**config.mk**
```make
export PLATFORM = sky130hd
export DESIGN_NAME = audio_iir_filter
export DESIGN_NICKNAME = d
export VERILOG_FILES = /design/src/rtl/audio_pkg.sv /design/src/rtl/serial_mac.sv /design/src/rtl/audio_iir_filter.sv
export SDC_FILE = /design/constraint.sdc
export NUM_CORES = 1
export LEC_CHECK = 0
export BUFFER_PORTS_ARGS = -buffer_cell sky130_fd_sc_hd__clkbuf_2
export CAP_MARGIN = 30
export CORE_AREA = 2 2 152 191
export CTS_CLUSTER_SIZE = 30
export DETAILED_ROUTE_END_ITERATION = 7
export DIE_AREA = 0 0 154 193
export REMOVE_ABC_BUFFERS = 1
export SLEW_MARGIN = 20
export SYNTH_ARGS = -nofsm -noshare
export SYNTH_HDL_FRONTEND = slang
export SYNTH_SLANG_ARGS = --single-unit
```
**constraint.sdc**
```tcl
create_clock -name clk -period 5.8 [get_ports clk]
set_input_delay 0.58 -clock clk [delete_from_list [all_inputs] [get_ports clk]]
set_output_delay 0.58 -clock clk [all_outputs]
set_load 0.02 [all_outputs]
```
**src/rtl/audio_pkg.sv**
```systemverilog
// audio_pkg: shared types and helpers for the first-order IIR audio filter.
//   state_t   - sequencing FSM states
//   term_t    - which product term the serial MAC is working on
//   round_sat - Q-format round-half-up, arithmetic shift and saturation
// Optional build macro used elsewhere in this slice: AUDIO_IIR_SAT_COUNT_EN.
package audio_pkg;

    typedef enum logic [1:0] {IDLE_S, MUL_S, ROUND_S, OUT_S} state_t;

    typedef enum logic [1:0] {TERM_B0, TERM_B1, TERM_A1} term_t;

    // Working width for round_sat; wide enough for any sane accumulator.
    localparam int RS_W = 64;

    typedef struct packed {
        logic signed [RS_W-1:0] value;
        logic                   clipped;
    } round_sat_t;

    // Adds half an LSB of the result, shifts right by frac_bits (floor),
    // then clamps to the signed data_w range.
    function automatic round_sat_t round_sat(
        input logic signed [RS_W-1:0] acc,
        input int                     frac_bits,
        input int                     data_w
    );
        logic signed [RS_W-1:0] half;
        logic signed [RS_W-1:0] rounded;
        logic signed [RS_W-1:0] max_v;
        logic signed [RS_W-1:0] min_v;
        round_sat_t             r;
        half    = 64'sd1 <<< (frac_bits - 1);
        rounded = (acc + half) >>> frac_bits;
        max_v   = (64'sd1 <<< (data_w - 1)) - 64'sd1;
        min_v   = ~max_v;
        r.clipped = 1'b0;
        r.value   = rounded;
        if (rounded > max_v) begin
            r.value   = max_v;
            r.clipped = 1'b1;
        end else if (rounded < min_v) begin
            r.value   = min_v;
            r.clipped = 1'b1;
        end
        return r;
    endfunction

endpackage

```
**src/rtl/serial_mac.sv**
```systemverilog
// serial_mac: bit-serial shift-add multiply-accumulate, one coefficient bit
// per cycle, LSB first. The coefficient is signed two's complement, so its
// top bit subtracts instead of adds. The accumulator keeps running across
// terms; only start clears it.
// Ports:
//   clk, reset  - clock, synchronous active-high reset
//   start       - clear accumulator and bit counter
//   run         - process one coefficient bit this cycle
//   operand     - signed multiplicand (sign-extended internally)
//   coeff       - signed coefficient, held stable for the whole term
//   acc         - running signed accumulator
//   done        - high on the cycle the last (sign) bit is processed
module serial_mac #(
    parameter int OperandWidth = 12,
    parameter int CoeffWidth   = 8,
    parameter int AccWidth     = 22
) (
    input  logic                       clk,
    input  logic                       reset,
    input  logic                       start,
    input  logic                       run,
    input  logic signed [OperandWidth-1:0] operand,
    input  logic        [CoeffWidth-1:0]   coeff,
    output logic signed [AccWidth-1:0]     acc,
    output logic                       done
);

    localparam int BitCntW = $clog2(CoeffWidth);
    localparam logic [BitCntW-1:0] LastBit = BitCntW'(CoeffWidth - 1);

    logic [BitCntW-1:0]         bit_cnt;
    logic signed [AccWidth-1:0] shifted;

    assign shifted = AccWidth'(operand) <<< bit_cnt;
    assign done    = run && (bit_cnt == LastBit);

    always_ff @(posedge clk) begin
        if (reset || start) begin
            acc     <= '0;
            bit_cnt <= '0;
        end else if (run) begin
            if (coeff[bit_cnt]) begin
                acc <= (bit_cnt == LastBit) ? acc - shifted : acc + shifted;
            end
            bit_cnt <= (bit_cnt == LastBit) ? '0 : bit_cnt + BitCntW'(1);
        end
    end

endmodule

```
**src/rtl/audio_iir_filter.sv**
```systemverilog
// audio_iir_filter: first-order IIR, y[n] = b0*x[n] + b1*x[n-1] + a1*y[n-1],
// sitting between the I2S ADC and DAC ports. One serial MAC is reused for
// all three products; latency is 3*CoeffWidth+2 cycles (1 in bypass).
// Ports:
//   clk, reset       - clock, synchronous active-high reset
//   enable           - 1 filter, 0 bypass (sampled at acceptance)
//   b0, b1, a1       - signed Q1.(CoeffWidth-1) coefficients
//   inData           - signed input sample, inDataValid rising edge = new sample
//   outData          - signed output sample, holds between pulses
//   outDataValid     - one-cycle pulse with each new outData
//   busy             - FSM not idle
//   dropped          - sticky: a sample edge arrived while busy
//   satCount         - saturation event counter, only with AUDIO_IIR_SAT_COUNT_EN
//
// state   | meaning
// IDLE_S  | waiting for an inDataValid rising edge
// MUL_S   | serial MAC over terms (b0,x), (b1,x1), (a1,y1)
// ROUND_S | round, shift, saturate accumulator into outData
// OUT_S   | present outData, update history
module audio_iir_filter
    import audio_pkg::*;
#(
    parameter int DataWidth  = 12,
    parameter int CoeffWidth = 8
) (
    input  logic                  clk,
    input  logic                  reset,
    input  logic                  enable,
    input  logic [CoeffWidth-1:0] b0,
    input  logic [CoeffWidth-1:0] b1,
    input  logic [CoeffWidth-1:0] a1,
    input  logic [DataWidth-1:0]  inData,
    input  logic                  inDataValid,
    output logic [DataWidth-1:0]  outData,
    output logic                  outDataValid,
    output logic                  busy,
`ifdef AUDIO_IIR_SAT_COUNT_EN
    output logic [7:0]            satCount,
`endif
    output logic                  dropped
);

    localparam int AccWidth = DataWidth + CoeffWidth + 2;

    state_t state_q, state_d;
    term_t  term_q;

    logic                        valid_q;
    logic                        edge_seen;
    logic signed [DataWidth-1:0] x_q, x1_q, y1_q, out_q;
    logic [CoeffWidth-1:0]       b0_q, b1_q, a1_q;
    logic                        en_q;
    logic                        dropped_q;

    logic signed [DataWidth-1:0] mac_operand;
    logic [CoeffWidth-1:0]       mac_coeff;
    logic signed [AccWidth-1:0]  acc;
    logic                        mac_done;
    round_sat_t                  rs;
    logic                        unused_rs_hi;

    assign edge_seen = inDataValid && !valid_q;

    always_comb begin
        mac_operand = x_q;
        mac_coeff   = b0_q;
        case (term_q)
            TERM_B1: begin
                mac_operand = x1_q;
                mac_coeff   = b1_q;
            end
            TERM_A1: begin
                mac_operand = y1_q;
                mac_coeff   = a1_q;
            end
            default: ;
        endcase
    end

    serial_mac #(
        .OperandWidth(DataWidth),
        .CoeffWidth  (CoeffWidth),
        .AccWidth    (AccWidth)
    ) u_mac (
        .clk    (clk),
        .reset  (reset),
        .start  (state_q == IDLE_S && edge_seen),
        .run    (state_q == MUL_S),
        .operand(mac_operand),
        .coeff  (mac_coeff),
        .acc    (acc),
        .done   (mac_done)
    );

    assign rs           = round_sat(RS_W'(acc), CoeffWidth - 1, DataWidth);
    assign unused_rs_hi = ^rs.value[RS_W-1:DataWidth];

    always_comb begin
        state_d      = state_q;
        outDataValid = 1'b0;
        busy         = 1'b1;
        case (state_q)
            IDLE_S: begin
                busy = 1'b0;
                if (edge_seen) state_d = enable ? MUL_S : OUT_S;
            end
            MUL_S:   if (mac_done && term_q == TERM_A1) state_d = ROUND_S;
            ROUND_S: state_d = OUT_S;
            OUT_S: begin
                outDataValid = 1'b1;
                state_d      = IDLE_S;
            end
            default: state_d = IDLE_S;
        endcase
    end

    always_ff @(posedge clk) begin
        if (reset) begin
            state_q   <= IDLE_S;
            term_q    <= TERM_B0;
            valid_q   <= 1'b0;
            x_q       <= '0;
            x1_q      <= '0;
            y1_q      <= '0;
            out_q     <= '0;
            b0_q      <= '0;
            b1_q      <= '0;
            a1_q      <= '0;
            en_q      <= 1'b0;
            dropped_q <= 1'b0;
        end else begin
            valid_q <= inDataValid;
            state_q <= state_d;
            if (edge_seen && state_q != IDLE_S) dropped_q <= 1'b1;
            case (state_q)
                IDLE_S: if (edge_seen) begin
                    x_q    <= inData;
                    b0_q   <= b0;
                    b1_q   <= b1;
                    a1_q   <= a1;
                    en_q   <= enable;
                    term_q <= TERM_B0;
                    if (!enable) begin
                        out_q <= inData;
                        x1_q  <= '0;
                        y1_q  <= '0;
                    end
                end
                MUL_S: if (mac_done) begin
                    case (term_q)
                        TERM_B0: term_q <= TERM_B1;
                        TERM_B1: term_q <= TERM_A1;
                        default: term_q <= TERM_B0;
                    endcase
                end
                ROUND_S: out_q <= rs.value[DataWidth-1:0];
                // Bypass leaves the history cleared so filtering restarts fresh.
                OUT_S: if (en_q) begin
                    x1_q <= x_q;
                    y1_q <= out_q;
                end
                default: ;
            endcase
        end
    end

`ifdef AUDIO_IIR_SAT_COUNT_EN
    always_ff @(posedge clk) begin
        if (reset) begin
            satCount <= '0;
        end else if (state_q == ROUND_S && rs.clipped && satCount != 8'hFF) begin
            satCount <= satCount + 8'd1;
        end
    end
`endif

    assign outData = out_q;
    assign dropped = dropped_q;

endmodule
```
Word level (Yosys, flattened, before mapping):

Index checks and enable logic that the tools add are counted.

* flip-flop bits (word level): 104
* output and inout port bits: 15
* logic and storage cells: 79

* add/subtract/negate cells: 4
* magnitude comparators: 3
* eq/ne operators: 11
* shift-type cells: 1
* multiplexer cells: 27
* reduce and logical (&&, ||, !) cells: 19

Operators with widths (number)
* one-hot mux 12 bit (2 select lines): 4
* two-way mux 12 bit: 6
* two-way mux 13 bit: 2
* adder 22 x 8 -> 23 bit, second input constant: 1
* adder 22 bit: 1
* two-way mux 22 bit: 1
* <<< shifter 12 x 3 -> 22 bit: 1
* subtractor 22 bit: 1
* greater-than comparator 16 x 12 -> 1 bit, second input constant: 1
* less-than comparator 16 x 12 -> 1 bit, second input constant: 1
* one-hot mux 8 bit (2 select lines): 1
* two-way mux 2 bit: 5
* != test 2 bit, second input constant: 5
* one-hot mux 2 bit (2 select lines): 2
* one-hot mux 2 bit (4 select lines): 1
* nonzero test 2 bit: 4
* == test 2 bit, second input constant: 3
* AND reduction 2 bit: 3
* AND reduction 3 bit: 2
* logical AND 1 bit: 5
* == test 2 x 1 -> 1 bit, second input constant: 2
* zero test 2 bit: 2
* less-than comparator 3 x 4 -> 1 bit, second input constant: 1
* AND reduction 4 bit: 1
* other kinds (7): 9

Logic depth before layout (Yosys ltp):

Gate-level depths: netlist of the first run.

* depth after elaboration: 5
* gate-level depth with buffers: 24
* gate-level depth less buffers: 23

Cells and area by module:

From an unflattened synthesis of the first run, not the netlist that was laid out.

* cells, all modules: 907
* area, all modules: 6831.6 sq um

Modules (own cells, without submodules)
* audio_iir_filter: instances 1, cells each 508, area each 3817.4 sq um, seq. area each 1581.5 sq um
* serial_mac: instances 1, cells each 399, area each 3014.1 sq um, seq. area each 500.5 sq um

Least setup slack after synthesis of the first run:

No wires, ideal clock.

* path type: register to register
* from: register term_q[1]
* to: register u_mac.acc[21]
* library setup time: 0.072 ns
* arrival: 4.579 ns
* required time: 5.728 ns
* path slack: 1.149 ns
* cell stages (with the launch flop): 21
* period minus slack after synthesis: 4.651 ns
* cells stage by stage: dfxtp_1 inv_1 ha_1 buf_6 a22o_1 mux4_2 and2_1 o41a_1 nor3_1 nor2_1 xnor2_1 ha_1 o21ai_0 nor2_1 o41a_1 a2111oi_0 nor2_1 a211oi_1 o21ai_1 a21oi_2 mux2i_1

* cells in the longest elaborated chain, start to end: 5
* elaborated cells on any way between the ends: 11

RTL lines
* from (decl): line audio_iir_filter.sv:46 `term_t term_q;`
* from (signal assigned): line audio_iir_filter.sv:120 `term_q <= TERM_B0;`
* from (signal assigned): line audio_iir_filter.sv:142 `term_q <= TERM_B0;`
* from (signal assigned): line audio_iir_filter.sv:151 `TERM_B0: term_q <= TERM_B1;`
* == test 2 bit or == test 2 x 1 -> 1 bit (tied branches): line audio_iir_filter.sv:67 `case (term_q)`
* one-hot mux 12 bit (2 select lines) or one-hot mux 8 bit (2 select lines) (tied branches): line audio_iir_filter.sv:67
* <<< shifter 12 x 3 -> 22 bit or binary-select mux 1 bit (select 3 bit) (tied branches): line serial_mac.sv:34, serial_mac.sv:42
* adder 22 bit, or another cell as far along: line serial_mac.sv:43 `acc <= (bit_cnt == LastBit) ? acc - shifted : acc + shifted;`
* two-way mux 22 bit or AND reduction 2 bit (tied branches)
* to (signal assigned): line serial_mac.sv:43
* to (decl): line serial_mac.sv:24 `output logic signed [AccWidth-1:0] acc,`

Several ways; a longest one is shown, not always the timed one. The select of a mux whose other input is x is not followed.
A chain may end at the register's enable or synchronous reset.

Worst setup path in the final report of the first run:

* from: register term_q[0]
* to: register u_mac.acc[21]

Same word-level chain as after synthesis.

==> results by group, run 1 <==
Die
  • Initial Util: 24.65%
  • Die Span X: between 150 and 200 um
  • Die Ht: between 150 and 200 um
  • IO Pins: 55
  • Core Box Area: about 28,000 sq um
  • Die area: roughly 30,000 sq um
  • Row cnt: 69

Timing
  • Highest clock rate: approximately 180 MHz
  • Final setup TNS: 0 ps
  • Tightest Pin Transition: 862.7 ps
  • Final setup viols: 0
  • Pins Over Slew Limit: 0
  • Unrepaired setup endpoints after global routing: no
  • Final hold vios: 0
  • Final period util: about 93%
  • Relative slew slack: about 42%
  • Clock skew: ~9 ps
  • Min Tclk post-route: 5406 ps

Routing
  • Vias: 6,282
  • Initial drt markers: ~420
  • Routed wire length: 18.48 mm
  • Drt drc: 0
  • Via-to-Cell Ratio: approximately 5
  • Wire length per cell: 14.68 um
  • ANT nets after route: 0
  • Drt pass-1 iters: 5

Final layout
  • Register area: approximately 2100 sq um
  • Synth-to-layout area growth: 13.23%
  • Multi-input gate area in the final layout: approximately 4500 sq um
  • Fin cells: about 1,300
  • Fraction of layout cells with a size suffix above 1: a little over an eighth
  • Final Cell Area: 7830 sq um
  • Most frequent cells in the layout: nand2_1, dfxtp_1, a21oi_1
  • Inserted Diodes: 0
  • Final net count: 973
  • Fillers: about 3,000
  • Commonest non-fill, non-tap cell in the layout: nand2_1

Critical path
  • WP buf/inv: 2
  • R2r setup slk: around 390 ps
  • Worst reg2reg endpoint: u_mac.acc[21]
  • Crit-path max cell delay: approximately 660 ps
  • Worst path slowest cell: ha_1
  • Critical path's top delay family: compound AO/OA/AOI/OAI gates
  • Crit-path cells: inv_1, ha_1, nor2_1, a21oi_1, nor2_1, a221o_1, a22oi_1, nor2b_1, a21oi_1, xnor2_1, ha_1, a211oi_1, nor2_1, o41a_1, a2111oi_0, buf_4, nor2_1, a211oi_1, o21ai_1, a21oi_2, mux2i_1
  • Crit path DAT: roughly 5700 ps
  • WP data required: between 6000 and 7000 ps
  • Max FO, Critical Path: 15
  • Worst setup EP type: register
  • Crit path depth: 21
  • Reg-to-reg critical path startpoint: term_q[0]
  • Crit start category: register
  • Most common cell on crit path: nor2_1
  • Type of the worst setup path: register to register
  • Reg2reg path depth: 21

Pwr
  • Pwr dens: 388.8 nW/um^2
  • P_leak: 0.002957 uW
  • Maximum VDD drop: 0.0001839 V
  • Overall power: around 3000 uW

Global routing
  • Vias in the first global route: 6,049
  • Total gr overflow: 0
  • First-pass GRT wire length: between 30 and 40 mm
  • Total track usage: about an eighth
  • Largest net degree at the start of global routing: 82
  • Initial antenna violation count: 0

Clock tree
  • TritonCTS sink count: around 100
  • CTS tree: built
  • Clock Latency Late Sink: around 360 ps
  • CTS clock-pin slew for the worst setup and hold paths: roughly 70 ps
  • CTS Buf Count: 9
  • Number of H-tree levels: 3
  • CTS Hold Bufs: 0
  • Post CTS Setup Buffer Count: 0
  • Root buffer cell: clkbuf_16
  • Max clock buf depth: 2
  • Post-cts resize count: 0

Yosys
  • Synth Cell Area: a little under 7000 sq um
  • Sequential-to-total area share from yosys stat: between 30% and 40%
  • Gate Count Post-Synth: 873
  • Synth area leaders: dfxtp_1, a21oi_1, nand2_1, ha_1, nor2_1
  • Distinct cells, synth: between 60 and 70
  • Ys async rst share: 0%
  • Avg Cell Area, Syn: between 7 and 8 sq um
  • Post-synth EDFFs: 0
  • Post-synth top area cell: dfxtp_1
  • Total of warnings raised by yosys: 0
  • Yosys top cell area share: a little under a third
  • Top flip-flop cell by instance count after synthesis: dfxtp_1
  • Number of synthesized register bits: approximately 100

Outcome
  • Status: complete, no violations

Placed design
  • Final GP Congestion: a little under 0.9
  • Dpl cells: between 1,000 and 1,500
  • Area after DPL: ~7500 sq um
  • # port buffers: 54
  • DP HPWL: between 10 and 15 mm

Run
  • Max-cap violation count: 0

Min path
  • HP Class: input port to register
  • Worst hold path cell count: 3
  • Worst Min Path Start: a1[7]
  • Worst hold path endpoint: a1_q[7]
-- logic make-up after synthesis --
logic type,count (synthesis),synth area share [%]
flops,104,30.11
simple gates,322,20.55
xor+xnor,41,5.193
mux,40,9.191
buf+inv,81,4.777
fa+ha+maj,33,6.079
compound gates,252,24.10
-- worst min-delay path, stage by stage --
cell and delay, ps:
clkbuf_2 80, nand2_1 40, a21oi_1 50
-- cells in the mapped netlist, drive strengths merged, types with 5 or more instances --
master  number
nand2b       5
or3          6
a211oi      11
clkbuf      42
nor3        18
mux4        18
nor2        98
o31ai        5
nand3       40
a21oi      105
o211ai       6
a32o        11
a22oi        6
ha          32
xor2        12
inv         24
buf         15
nand2      123
and3         6
nor4         5
and2         6
dfxtp      104
o21a         5
a21o        14
a22o        20
mux2i       20
o21ai       36
nor2b        8
xnor2       29
-- metrics by stage --
stage	util [%]	worst slack [ps]	hold WS, ps
final	27.91	394.1	434.5
after CTS	27.91	405.7	420.6
after floorplan	-	703.3	425.2
after detailed placement	26.86	423.0	445.0
after global routing	27.91	52.25	424.2
after global placement	26.84	512.2	439.0
-- power breakdown --
group / internal, uW / total (uW) / leakage (uW) / switching [uW]
clock network: 338 / 625 / 0.000144 / 287
logic: 631 / 1570 / 0.00197 / 935
registers: 790 / 853 / 0.000844 / 63.1
total: 1760 / 3040 / 0.00296 / 1290
-- final cells by class --
class / count / share of cell area, %
flip-flops and latches: 104 / 26.59
repair buffers: 73 / 5.241
clock inverters: 5 / 0.8309
inverters: 24 / 1.151
multi-input cells: 688 / 57.59
clock buffers: 10 / 2.924
well taps: 355 / 5.673
-- how the worst max path moves through the flow --
stage                          from       endpoint
final                     term_q[0]  u_mac.acc[21]
after global routing      term_q[1]  u_mac.acc[21]
after CTS                 term_q[0]  u_mac.acc[21]
after detailed placement  term_q[0]  u_mac.acc[21]
after global placement    term_q[0]  u_mac.acc[21]
after floorplan           term_q[0]  u_mac.acc[21]
-- routing by layer --
metal / GRT usage, % / part of all wire (%)
met2: 23.06 / 51
met4: 4.457 / 1.9
met5: 0 / 0
met3: 2.190 / 3.0
met1: 14.47 / 44
-- flip-flops by register name, summed over array words and instances, names as in the netlist, 8 cells and up --
name / cells
u_mac.acc: 22
outData: 12
x_q: 12
a1_q: 8
x1_q: 12
y1_q: 12
b0_q: 8
b1_q: 8
Power figures use the tool's default switching activity.
==> run 2, diff against run 1 <==
--- a/config.mk
+++ b/config.mk
@@ -7,10 +7,11 @@
 export LEC_CHECK = 0
 export BUFFER_PORTS_ARGS = -buffer_cell sky130_fd_sc_hd__clkbuf_2
 export CAP_MARGIN = 30
-export CORE_AREA = 2 2 152 191
+export CORE_AREA = 2 2 104 131
 export CTS_CLUSTER_SIZE = 30
 export DETAILED_ROUTE_END_ITERATION = 7
-export DIE_AREA = 0 0 154 193
+export DIE_AREA = 0 0 106 133
+export PLACE_DENSITY = 0.77
 export REMOVE_ABC_BUFFERS = 1
 export SLEW_MARGIN = 20
 export SYNTH_ARGS = -nofsm -noshare
==> results by group, run 2 (synthesis gave the netlist of run 1 again) <==
Global routing
  • Vias in the first global route: 6,056 (was 6,049)
  • First-pass GRT wire length: 28.66 mm (was 30.20 mm)
  • Total gr overflow: 0 (unchanged)
  • Largest net degree at the start of global routing: 49 (was 82)
  • Total track usage: 24.80% (was 12.47%)
  • Initial antenna violation count: 0 (unchanged)

Die
  • Core Box Area: 13,000 sq um (was 28,060 sq um)
  • IO Pins: 55 (unchanged)
  • Initial Util: 53.21% (was 24.65%)
  • Die Span X: 106 um (was 154 um)
  • Row cnt: 47 (was 69)
  • Die Ht: 133 um (was 193 um)
  • Die area: 14,100 sq um (was 29,720 sq um)

Critical path
  • Type of the worst setup path: register to register (unchanged)
  • Max FO, Critical Path: 18 (was 15)
  • WP data required: 6090 ps (about the same)
  • Crit path DAT: 5530 ps (was 5700 ps)
  • Crit start category: register (unchanged)
  • Worst setup EP type: register (unchanged)

Clock tree
  • Clock Latency Late Sink: 360 ps (about the same)
  • Root buffer cell: clkbuf_16 (unchanged)
  • Number of H-tree levels: 3 (unchanged)
  • CTS Hold Bufs: 0 (unchanged)
  • CTS Buf Count: 9 (unchanged)
  • Max clock buf depth: 2 (unchanged)
  • Post-cts resize count: 0 (unchanged)
  • TritonCTS sink count: 104 (unchanged)
  • CTS tree: built (unchanged)
  • CTS clock-pin slew for the worst setup and hold paths: 80 ps (was 70 ps)
  • Post CTS Setup Buffer Count: 0 (unchanged)

Placed design
  • Final GP Congestion: 0.9261 (was 0.8654)
  • DP HPWL: 12.59 mm (was 13.77 mm)
  • # port buffers: 54 (unchanged)
  • Dpl cells: 1,058 (was 1,244)

Timing
  • Final period util: 90.32% (was 93.21%)
  • Pins Over Slew Limit: 0 (unchanged)
  • Highest clock rate: 190.9 MHz (was 185.0 MHz)
  • Final hold vios: 0 (unchanged)
  • Min Tclk post-route: 5238 ps (was 5406 ps)
  • Final setup TNS: 0 ps (unchanged)
  • Unrepaired setup endpoints after global routing: no (unchanged)
  • Tightest Pin Transition: 823.8 ps (was 862.7 ps)
  • Clock skew: 12.09 ps (was 8.994 ps)
  • Final setup viols: 0 (unchanged)
  • Relative slew slack: 45.08% (was 42.48%)

Routing
  • Drt drc: 0 (unchanged)
  • ANT nets after route: 0 (unchanged)
  • Routed wire length: 17.03 mm (was 18.48 mm)
  • Initial drt markers: 458 (was 421)
  • Wire length per cell: 15.86 um (was 14.68 um)
  • Vias: 6,402 (was 6,282)
  • Via-to-Cell Ratio: 5.961 (was 4.990)
  • Drt pass-1 iters: 5 (unchanged)

Pwr
  • P_leak: 0.002940 uW (was 0.002957 uW)
  • Maximum VDD drop: 0.0002161 V (was 0.0001839 V)
  • Overall power: 3013 uW (was 3044 uW)
  • Pwr dens: 397.1 nW/um^2 (was 388.8 nW/um^2)

Final layout
  • Commonest non-fill, non-tap cell in the layout: nand2_1 (unchanged)
  • Max reg flops: 22 (unchanged)
  • Fraction of layout cells with a size suffix above 1: 13.84% (was 13.50%)
  • Final net count: 971 (was 973)
  • Synth-to-layout area growth: 9.734% (was 13.23%)
  • Inserted Diodes: 0 (unchanged)
  • Post-Route Utilization: 58.39% (was 27.91%)
  • Most flops, register: u_mac.acc (unchanged)
  • Fin cells: 1,074 (was 1,259)
  • Most frequent cells in the layout: nand2_1, dfxtp_1, a21oi_1 (unchanged)

Run
  • Max-cap violation count: 0 (unchanged)

Outcome
  • Status: complete, no violations (unchanged)

Min path
  • HP Class: input port to register (unchanged)
run 2: cell count changes in the layout (fill, tap and decap cells not counted), sizes merged:
| cell | delta |
|---|---|
| buf | -2 |
| bufinv | -1 |
| clkbuf | -1 |
| clkinvlp | +1 |
| inv | +2 |
run 2: power by group:
group | internal, uW | total, uW | switching, uW | leakage (uW)
sequential | 790 | 854 | 63.8 | 0.000844
combinational | 634 | 1560 | 923 | 0.00196
clock | 301 | 602 | 301 | 0.000140
total | 1730 | 3010 | 1290 | 0.00294
run 2: final timing paths:
kind	slack [ps]	cells after the start	endpoint	from
setup / recovery	560	18	u_mac.acc[21]	term_q[1]
hold / removal	430	3	b1_q[5]	b1[5]
setup reg to reg	560	18	u_mac.acc[21]	term_q[1]
hold reg to reg	460	2	y1_q[2]	y1_q[2]
run 2: per-layer routing:
layer	vias up	share of wire, %	global-route usage (%)
li1	3187	-	-
met1	2984	42	30.23
met2	188	52	44.41
met3	43	3.8	2.562
met4	0	3.1	10.09
met5	-	0	0
run 2: through the flow:
stage          hold WS (ps)  instance area (sq um)  worst slack (ps)
6_report              433.4                   7589             561.7
5_1_grt               448.9                   7589             12.15
4_1_cts               431.2                   7580             307.9
3_5_place_dp          446.4                   7291             330.0
3_3_place_gp          440.3                   7286             472.8
2_1_floorplan         425.2                   6675             703.3
run 2: critical path: stages, from the launching register on:
cell and delay, ps:
dfxtp_1 360, inv_1 90, ha_2 580, buf_4 300, mux4_2 390, mux2i_1 350
inv_1 90, o21ai_0 310, a21oi_1 150, xnor2_1 180, ha_1 260, a2111oi_0 430
a21oi_1 220, a2111oi_1 530, nor2_1 170, a211oi_1 270, o21ai_1 120, a21oi_2 150
mux2i_1 190
run 2: cell type report:
| type | instances | area, sq um |
|---|---|---|
| repair buffers | 71 | 395.4 |
| clock inverters | 7 | 63.81 |
| multi-input cells | 688 | 4518 |
| fillers | 1201 | 5408 |
| inverters | 24 | 90.09 |
| clock buffers | 9 | 225.2 |
| well taps | 171 | 214.0 |
| flip-flops and latches | 104 | 2082 |
